File: src/rtl/lcd_pkg.sv
// Shared types, HD44780 command constants and helpers for the LCD write arbiter.
package lcd_pkg;

  typedef enum logic [2:0] {
    StInitWait,
    StInitIssue,
    StIdle,
    StSetup,
    StPulse,
    StHold,
    StExec
  } lcd_state_e;

  localparam logic [7:0] CMD_FUNCTION_SET = 8'h38;
  localparam logic [7:0] CMD_DISP_ON      = 8'h0C;
  localparam logic [7:0] CMD_ENTRY_MODE   = 8'h06;
  localparam logic [7:0] CMD_CLEAR        = 8'h01;
  localparam logic [7:0] CMD_HOME         = 8'h02;

  // Clear and both home encodings (0x02/0x03) need the long execution wait.
  function automatic logic is_long_cmd(input logic rs, input logic [7:0] data);
    return !rs && (data == CMD_CLEAR || data == CMD_HOME || data == 8'h03);
  endfunction

  function automatic logic [7:0] init_cmd(input logic [1:0] idx);
    logic [7:0] cmd;
    case (idx)
      2'd0:    cmd = CMD_FUNCTION_SET;
      2'd1:    cmd = CMD_DISP_ON;
      2'd2:    cmd = CMD_ENTRY_MODE;
      default: cmd = CMD_CLEAR;
    endcase
    return cmd;
  endfunction

endpackage

File: src/rtl/lcd_rr_arbiter.sv
// Two-way round-robin grant logic plus the last_grant register.
module lcd_rr_arbiter (
  input  logic clk_i,
  input  logic rst_ni,
  input  logic req0_i,
  input  logic req1_i,
  input  logic take_i,
  output logic gnt0_o,
  output logic gnt1_o
);

  logic last_grant_q;

  // On a tie the port that did not win last time goes first.
  always_comb begin
    gnt0_o = req0_i & (~req1_i | last_grant_q);
    gnt1_o = req1_i & ~gnt0_o;
  end

  always_ff @(posedge clk_i) begin
    if (!rst_ni) begin
      last_grant_q <= 1'b1;
    end else if (take_i && (gnt0_o || gnt1_o)) begin
      last_grant_q <= gnt1_o;
    end
  end

endmodule

File: src/rtl/lcd_write_arbiter.sv
// Shares one HD44780 write port between two requesters; each grant is one timed write cycle.
// Define LCD_INIT_SEQ_EN to run the power-up wait and init command sequence after reset.
module lcd_write_arbiter
  import lcd_pkg::*;
#(
  parameter int unsigned T_SETUP   = 2,
  parameter int unsigned T_PULSE   = 12,
  parameter int unsigned T_HOLD    = 2,
  parameter int unsigned T_EXEC    = 40,
  parameter int unsigned T_CLEAR   = 1600,
`ifdef LCD_INIT_SEQ_EN
  parameter int unsigned T_POWERUP = 20000,
`endif
  parameter int unsigned CNT_W     = 16
) (
  input  logic       CLK,
  input  logic       RESETN,
  input  logic       REQ0,
  input  logic       RS0,
  input  logic [7:0] DATA0,
  output logic       ACK0,
  input  logic       REQ1,
  input  logic       RS1,
  input  logic [7:0] DATA1,
  output logic       ACK1,
  output logic       BUSY,
  output logic [7:0] LCD_DATA,
  output logic       LCD_RS,
  output logic       LCD_RW,
  output logic       LCD_E
);

  localparam logic [CNT_W-1:0] SETUP_LD = CNT_W'(T_SETUP - 1);
  localparam logic [CNT_W-1:0] PULSE_LD = CNT_W'(T_PULSE - 1);
  localparam logic [CNT_W-1:0] HOLD_LD  = CNT_W'(T_HOLD - 1);
  localparam logic [CNT_W-1:0] EXEC_LD  = CNT_W'(T_EXEC - 1);
  localparam logic [CNT_W-1:0] CLEAR_LD = CNT_W'(T_CLEAR - 1);

`ifdef LCD_INIT_SEQ_EN
  localparam lcd_state_e       RST_STATE = StInitWait;
  localparam logic [CNT_W-1:0] RST_CNT   = CNT_W'(T_POWERUP - 1);
  logic [2:0] init_idx_q;
`else
  localparam lcd_state_e       RST_STATE = StIdle;
  localparam logic [CNT_W-1:0] RST_CNT   = '0;
`endif

  lcd_state_e       state_q;
  logic [CNT_W-1:0] cnt_q;
  logic             gnt0, gnt1;
  logic             cnt_done;

  lcd_rr_arbiter u_arb (
    .clk_i  (CLK),
    .rst_ni (RESETN),
    .req0_i (REQ0),
    .req1_i (REQ1),
    .take_i (state_q == StIdle),
    .gnt0_o (gnt0),
    .gnt1_o (gnt1)
  );

  assign cnt_done = (cnt_q == '0);
  assign BUSY     = (state_q != StIdle);
  assign LCD_RW   = 1'b0;

  always_ff @(posedge CLK) begin
    if (!RESETN) begin
      state_q  <= RST_STATE;
      cnt_q    <= RST_CNT;
      ACK0     <= 1'b0;
      ACK1     <= 1'b0;
      LCD_E    <= 1'b0;
      LCD_RS   <= 1'b0;
      LCD_DATA <= 8'h00;
`ifdef LCD_INIT_SEQ_EN
      init_idx_q <= 3'd0;
`endif
    end else begin
      ACK0 <= 1'b0;
      ACK1 <= 1'b0;
      case (state_q)
        StIdle: begin
          if (gnt0) begin
            ACK0     <= 1'b1;
            LCD_RS   <= RS0;
            LCD_DATA <= DATA0;
            state_q  <= StSetup;
            cnt_q    <= SETUP_LD;
          end else if (gnt1) begin
            ACK1     <= 1'b1;
            LCD_RS   <= RS1;
            LCD_DATA <= DATA1;
            state_q  <= StSetup;
            cnt_q    <= SETUP_LD;
          end
        end
        StSetup: begin
          if (cnt_done) begin
            state_q <= StPulse;
            LCD_E   <= 1'b1;
            cnt_q   <= PULSE_LD;
          end else begin
            cnt_q <= cnt_q - CNT_W'(1);
          end
        end
        StPulse: begin
          if (cnt_done) begin
            state_q <= StHold;
            LCD_E   <= 1'b0;
            cnt_q   <= HOLD_LD;
          end else begin
            cnt_q <= cnt_q - CNT_W'(1);
          end
        end
        StHold: begin
          if (cnt_done) begin
            state_q <= StExec;
            cnt_q   <= is_long_cmd(LCD_RS, LCD_DATA) ? CLEAR_LD : EXEC_LD;
          end else begin
            cnt_q <= cnt_q - CNT_W'(1);
          end
        end
        StExec: begin
          if (cnt_done) begin
`ifdef LCD_INIT_SEQ_EN
            state_q <= (init_idx_q != 3'd4) ? StInitIssue : StIdle;
`else
            state_q <= StIdle;
`endif
          end else begin
            cnt_q <= cnt_q - CNT_W'(1);
          end
        end
`ifdef LCD_INIT_SEQ_EN
        StInitWait: begin
          if (cnt_done) begin
            state_q <= StInitIssue;
          end else begin
            cnt_q <= cnt_q - CNT_W'(1);
          end
        end
        StInitIssue: begin
          LCD_RS     <= 1'b0;
          LCD_DATA   <= init_cmd(init_idx_q[1:0]);
          init_idx_q <= init_idx_q + 3'd1;
          state_q    <= StSetup;
          cnt_q      <= SETUP_LD;
        end
`endif
        default: begin
          state_q <= StIdle;
          cnt_q   <= '0;
        end
      endcase
    end
  end

endmodule

File: config.mk
export PLATFORM = sky130hd
export DESIGN_NAME = lcd_write_arbiter
export DESIGN_NICKNAME = d
export VERILOG_FILES = /design/src/rtl/lcd_pkg.sv /design/src/rtl/lcd_rr_arbiter.sv /design/src/rtl/lcd_write_arbiter.sv
export SDC_FILE = /design/constraint.sdc
export NUM_CORES = 1
export LEC_CHECK = 0
export ABC_CLOCK_PERIOD_IN_PS = 3000
export CAP_MARGIN = 20
export CORE_ASPECT_RATIO = 1.25
export CORE_MARGIN = 10
export CORE_UTILIZATION = 45
export DETAILED_ROUTE_END_ITERATION = 8
export MAX_ROUTING_LAYER = met4
export PLACE_DENSITY = 0.73
export SYNTH_ARGS = -nofsm -noshare
export SYNTH_HDL_FRONTEND = slang
export SYNTH_HIERARCHICAL = 1
export SYNTH_SLANG_ARGS = --single-unit
File: constraint.sdc
create_clock -name CLK -period 3 [get_ports CLK]
set_clock_uncertainty 0.1 [all_clocks]
set_input_delay 0.45 -clock CLK [delete_from_list [all_inputs] [get_ports CLK]]
set_output_delay 0.45 -clock CLK [all_outputs]
set_load 0.02 [all_outputs]
==> results of run 1 <==
==> placed cells by master (no fill, tap or decap), types with 5 or more instances in the layout <==
cell type        Yosys  final
dfxtp_1             32     32
buf_4                2      6
clkdlybuf4s50_1      0     34
clkbuf_8             0      6
xor2_1               5      5
nand3_1              6      6
mux2i_1             10     10
nor3_1               6      6
inv_1                8      8
a21oi_1             18     18
nor2_1              24     24
nand2_1             16     16
a211oi_1            12     12
==> flip-flops by register name, indices dropped and copies added (netlist names) <==
signal,cells
cnt_q,16
LCD_E,1
ACK0,1
u_arb/last_grant_q,1
ACK1,1
LCD_DATA,8
state_q,3
LCD_RS,1
==> worst min path at each step <==
stage	startpoint	cells after the start	to	slack, ns
floorplan	cnt_q[1]	2	cnt_q[1]	0.36
global placement	cnt_q[1]	2	cnt_q[1]	0.39
detailed placement	cnt_q[1]	2	cnt_q[1]	0.38
CTS	cnt_q[1]	2	cnt_q[1]	0.39
global route	cnt_q[1]	2	cnt_q[1]	0.43
finish	cnt_q[1]	2	cnt_q[1]	0.40
==> power breakdown <==
group          switching (mW)  internal (mW)
sequential              0.190          0.581
combinational            1.06          0.788
clock                   0.166          0.186
total                    1.42           1.55
==> layer usage <==
layer  global-route usage, %  wire [um]  vias to the layer above
met5                       -          0                        -
met4                    6.25        110                        0
met3                    5.18        320                       10
met2                    23.6       2390                       60
met1                    14.9       1960                      807
li1                        -          -                      899
==> cell families after synthesis <==
family                     share of synthesized area [%]
and+or+nand+nor                                     25.0
AOI/OAI and AO/OA                                   26.0
DFF                                                 34.5
buffers and inverters                               4.51
muxes                                               5.39
xor gates and xnor gates                            3.77
adders and majority gates                          0.673
other                                              0.202
==> cell type report <==
type | instances | area, sq um | share of cell area (%)
Timing Repair Buffer | 40 | 385 | 16.4
Inverter | 8 | 30.0 | 1.28
Clock inverter | 1 | 7.51 | 0.319
Clock buffer | 7 | 86.3 | 3.67
Tap cell | 56 | 70.1 | 2.98
Sequential cell | 32 | 641 | 27.2
Multi-Input combinational cell | 170 | 1130 | 48.2
==> through the flow <==
step                hold slack (ns)  setup WS [ns]  cells
finish                        0.395          0.521    314
global route                  0.431          0.368    314
CTS                           0.391          0.496    314
detailed placement            0.381          0.495    306
global placement              0.389          0.571    306
floorplan                     0.358           1.01    221
==> worst max-delay path, stage by stage, from the launching register on <==
cell             delay, ns
dfxtp_1               0.51
nor3b_2               0.43
inv_1                 0.12
clkdlybuf4s50_1       0.57
==> summary.txt, run 1 <==
Max Cap Viol - 0
Netlist cell types - 52
CP endpoint kind - output port
CP startpoint kind - register
Clock transition at path regs - 0.06 ns
RSZ-0062 raised after global routing - false
period utilisation layout - 82.6%
synthesized cell area - 1860 sq um
leakage power - 0.905 nW
ys async rst share - 0%
WL per Instance - 15.2 um
H-tree Lvls - 2
layout cells sized above 1 - 10.1%
Yosys reg bits - 32
final setup fails - 0
nets@finish - 280
Worst R2R Start - cnt_q[0]
WS Path Type - reg -> out
Gates resized, CTS repair - 0
Ys Warns - 6
Root Driver - clkbuf_8
full die area - 7120 sq um
final setup TNS - 0 ns
drt via density - 5.66
Starting Density - 46.1%
Post-synth EDFFs - 0
Die W - 77.5 um
DRC violations left - 0
pin count of the biggest net entering global routing - 20
CP required - 2.45 ns
number of port buffers - 34
Synth top area share - 34.5%
r2r setup slk - 0.61 ns
core footprint - 4030 sq um
Longest Clk Path Bufs - 2
Seq/Total Area, Yosys - 34.5%
Max Slew Vio Count - 0
largest cells by area after synthesis - dfxtp_1, mux2i_1, a21oi_1, a211oi_1, nor2_1
vias in the first global route - 1745
reg2reg end - cnt_q[7]
CTS tree - built
row count - 26
Final Cell Area - 2350 sq um
Worst R2R Path Depth - 7
antenna-violating nets left - 0
Mapped Cells - 221
Initial DRT Pass Iterations - 4
ANT cells - 0
Synthesized Nets - 244
Overflow after GRT - 0
Slew HR - 57.3%
Pwr per Cell Area - 1260 nW/um^2
DP Area - 2260 sq um
Syn Area/Cell - 8.41 sq um
FILL cells - 400
DR iter-0 viols - 86
initial antenna violation count - 0
clk_lat worst skew - 0.29 ns
Synth top cells by count - dfxtp_1, nor2_1, a21oi_1
GR Util All Layers - 14.3%
Num Clock Sinks - 32
first-pass GRT wire length - 8110 um
vias after detailed routing - 1776
critical path arrival - 1.93 ns
final core utilization - 58.3%
GP Congestion - 0.848
slew at the pin with the worst max-slew slack - 0.640 ns
FMAX - 0.403 GHz
VDD IR max - 0.537 mV
Hold Path Class - reg -> reg
CP startpoint - state_q[1]
Worst Path Max Fanout - 10
status - finished clean
Setup Buffers After CTS - 0
top-count cell post-synth - dfxtp_1
CTS Hold Bufs - 0
synthesis-to-finish area growth - 26.7%
final hold violation count - 0
post-synth top area cell - dfxtp_1
critical path capture point - BUSY
IO Count - 36
Most used DFF post-synth - dfxtp_1
Overall Power - 2.97 mW
Detail Placement HPWL - 3570 um
die height - 91.8 um
Inserted Clock Buffers - 5
fin crit period - 2.48 ns
routed wire length - 4780 um
Note: power is estimated with default switching activity, not from simulation.
==> run 2, diff against run 1 <==
--- a/config.mk
+++ b/config.mk
@@ -5,7 +5,7 @@
 export SDC_FILE = /design/constraint.sdc
 export NUM_CORES = 1
 export LEC_CHECK = 0
-export ABC_CLOCK_PERIOD_IN_PS = 3000
+export ABC_CLOCK_PERIOD_IN_PS = 2600
 export CAP_MARGIN = 20
 export CORE_ASPECT_RATIO = 1.25
 export CORE_MARGIN = 10
==> constraint.sdc (replaced) <==
create_clock -name CLK -period 2.6 [get_ports CLK]
set_clock_uncertainty 0.1 [all_clocks]
set_input_delay 0.39 -clock CLK [delete_from_list [all_inputs] [get_ports CLK]]
set_output_delay 0.39 -clock CLK [all_outputs]
set_load 0.02 [all_outputs]
==> summary.txt, run 2 (synthesis results as in run 1) <==
core footprint - 4030 sq um
drt via density - 5.66
Largest Register - cnt_q
r2r setup slk - 0.32 ns
GP Congestion - 0.882
met3 usage - 4.69%
vias in the first global route - 1779
pin count of the biggest net entering global routing - 20
FMAX - 0.420 GHz
Final Cell Area - 2360 sq um
leakage power - 0.917 nW
hold path depth - 2
Detail Placement HPWL - 3610 um
period utilisation layout - 91.5%
critical path arrival - 1.89 ns
Worst R2R Start - cnt_q[0]
leading cell types in the layout, fill and taps excluded - clkdlybuf4s50_1, dfxtp_1, nor2_1
Pwr per Cell Area - 1460 nW/um^2
hold endpoint - cnt_q[1]
first-pass GRT wire length - 8130 um
Inserted Clock Buffers - 5
Hold Path Class - reg -> reg
ANT cells - 0
status - finished clean
Worst Path Max Fanout - 10
number of port buffers - 34
leading cell type in the layout, fill and taps excluded - clkdlybuf4s50_1
antenna-violating nets left - 0
Setup Buffers After CTS - 0
Initial DRT Pass Iterations - 4
IO Count - 36
Overflow after GRT - 0
clk_lat worst skew - 0.28 ns
WL per Instance - 14.8 um
Worst Hold Launch - cnt_q[1]
Longest Clk Path Bufs - 2
initial antenna violation count - 0
DR iter-0 viols - 104
vias after detailed routing - 1789
synthesis-to-finish area growth - 27.0%
Clock transition at path regs - 0.06 ns
routed wire length - 4680 um
DRC violations left - 0
DP Area - 2280 sq um
CTS Hold Bufs - 0
Starting Density - 46.1%
GR Util All Layers - 14.2%
Gates resized, CTS repair - 0
CTS tree - built
Root Driver - clkbuf_8
full die area - 7120 sq um
final hold violation count - 0
final setup TNS - 0 ns
GR Util met1 - 14.6%
WS Path Type - reg -> out
H-tree Lvls - 2
WHS - 0.401 ns
nets@finish - 283
GRT met2 Usage - 24.4%
Regs by FF count - cnt_q: 16 flops, LCD_DATA: 8 flops, state_q: 3 flops
die height - 91.8 um
CP endpoint kind - output port
reg2reg end - cnt_q[14]
fin crit period - 2.38 ns
max reg flops - 16
FILL cells - 399
VDD IR max - 0.658 mV
Worst R2R Path Depth - 7
CP required - 2.11 ns
Num Clock Sinks - 32
Max Cap Viol - 0
CP startpoint kind - register
Max Slew Vio Count - 0
global route hottest layer - met2
RSZ-0062 raised after global routing - false
row count - 26
Die W - 77.5 um
layout cells sized above 1 - 10.8%
final setup fails - 0
[run 2: cell count changes in the layout (fill, tap and decap cells not counted)]
| cell | delta |
|---|---|
| clkbuf_8 | -1 |
| clkinvlp_4 | -1 |
| buf_4 | +3 |
| clkinv_2 | +1 |
[run 2: through the flow]
stage,util [%],worst slack (ns),instances,power (mW)
floorplan,-,0.605,221,2.46
global placement,56.6,0.281,309,3.08
detailed placement,56.6,0.187,309,3.08
CTS,58.5,0.187,316,3.45
global route,58.5,0.0869,316,3.74
finish,58.5,0.221,316,3.44
[run 2: area by class of cell]
| class | count | area (sq um) | area share [%] |
|---|---|---|---|
| sequential | 32 | 641 | 27.1 |
| clock inverter | 1 | 5.00 | 0.212 |
| clock buffer | 6 | 72.6 | 3.08 |
| timing repair buffer | 43 | 408 | 17.3 |
| multi-input combinational | 170 | 1130 | 48.0 |
| inverter | 8 | 30.0 | 1.27 |
| tap | 56 | 70.1 | 2.97 |
[run 2: worst max path at each step]
stage | to | cells past startpoint | from
after floorplan | cnt_q[10] | 7 | cnt_q[0]
after global placement | cnt_q[8] | 7 | REQ1
after detailed placement | cnt_q[14] | 7 | REQ1
after global routing | cnt_q[8] | 7 | cnt_q[0]
final | BUSY | 3 | state_q[1]
after CTS | BUSY | 3 | state_q[1]
[run 2: per-layer routing]
layer / part of all wire, % / wire length [um] / up-vias
li1: - / - / 903
met1: 42 / 1970 / 823
met2: 50 / 2350 / 54
met3: 5.4 / 253 / 9
met4: 2.1 / 96 / 0
met5: 0 / 0 / -
[run 2: power breakdown]
group,switching [mW],internal (mW)
Combinational,1.24,0.964
Sequential,0.217,0.670
Clock,0.175,0.182
Total,1.63,1.82
[run 2: critical path, stage by stage (launching register included)]
cell and delay (ns):
dfxtp_1 0.47, nor3b_2 0.42, inv_1 0.13, clkdlybuf4s50_1 0.58
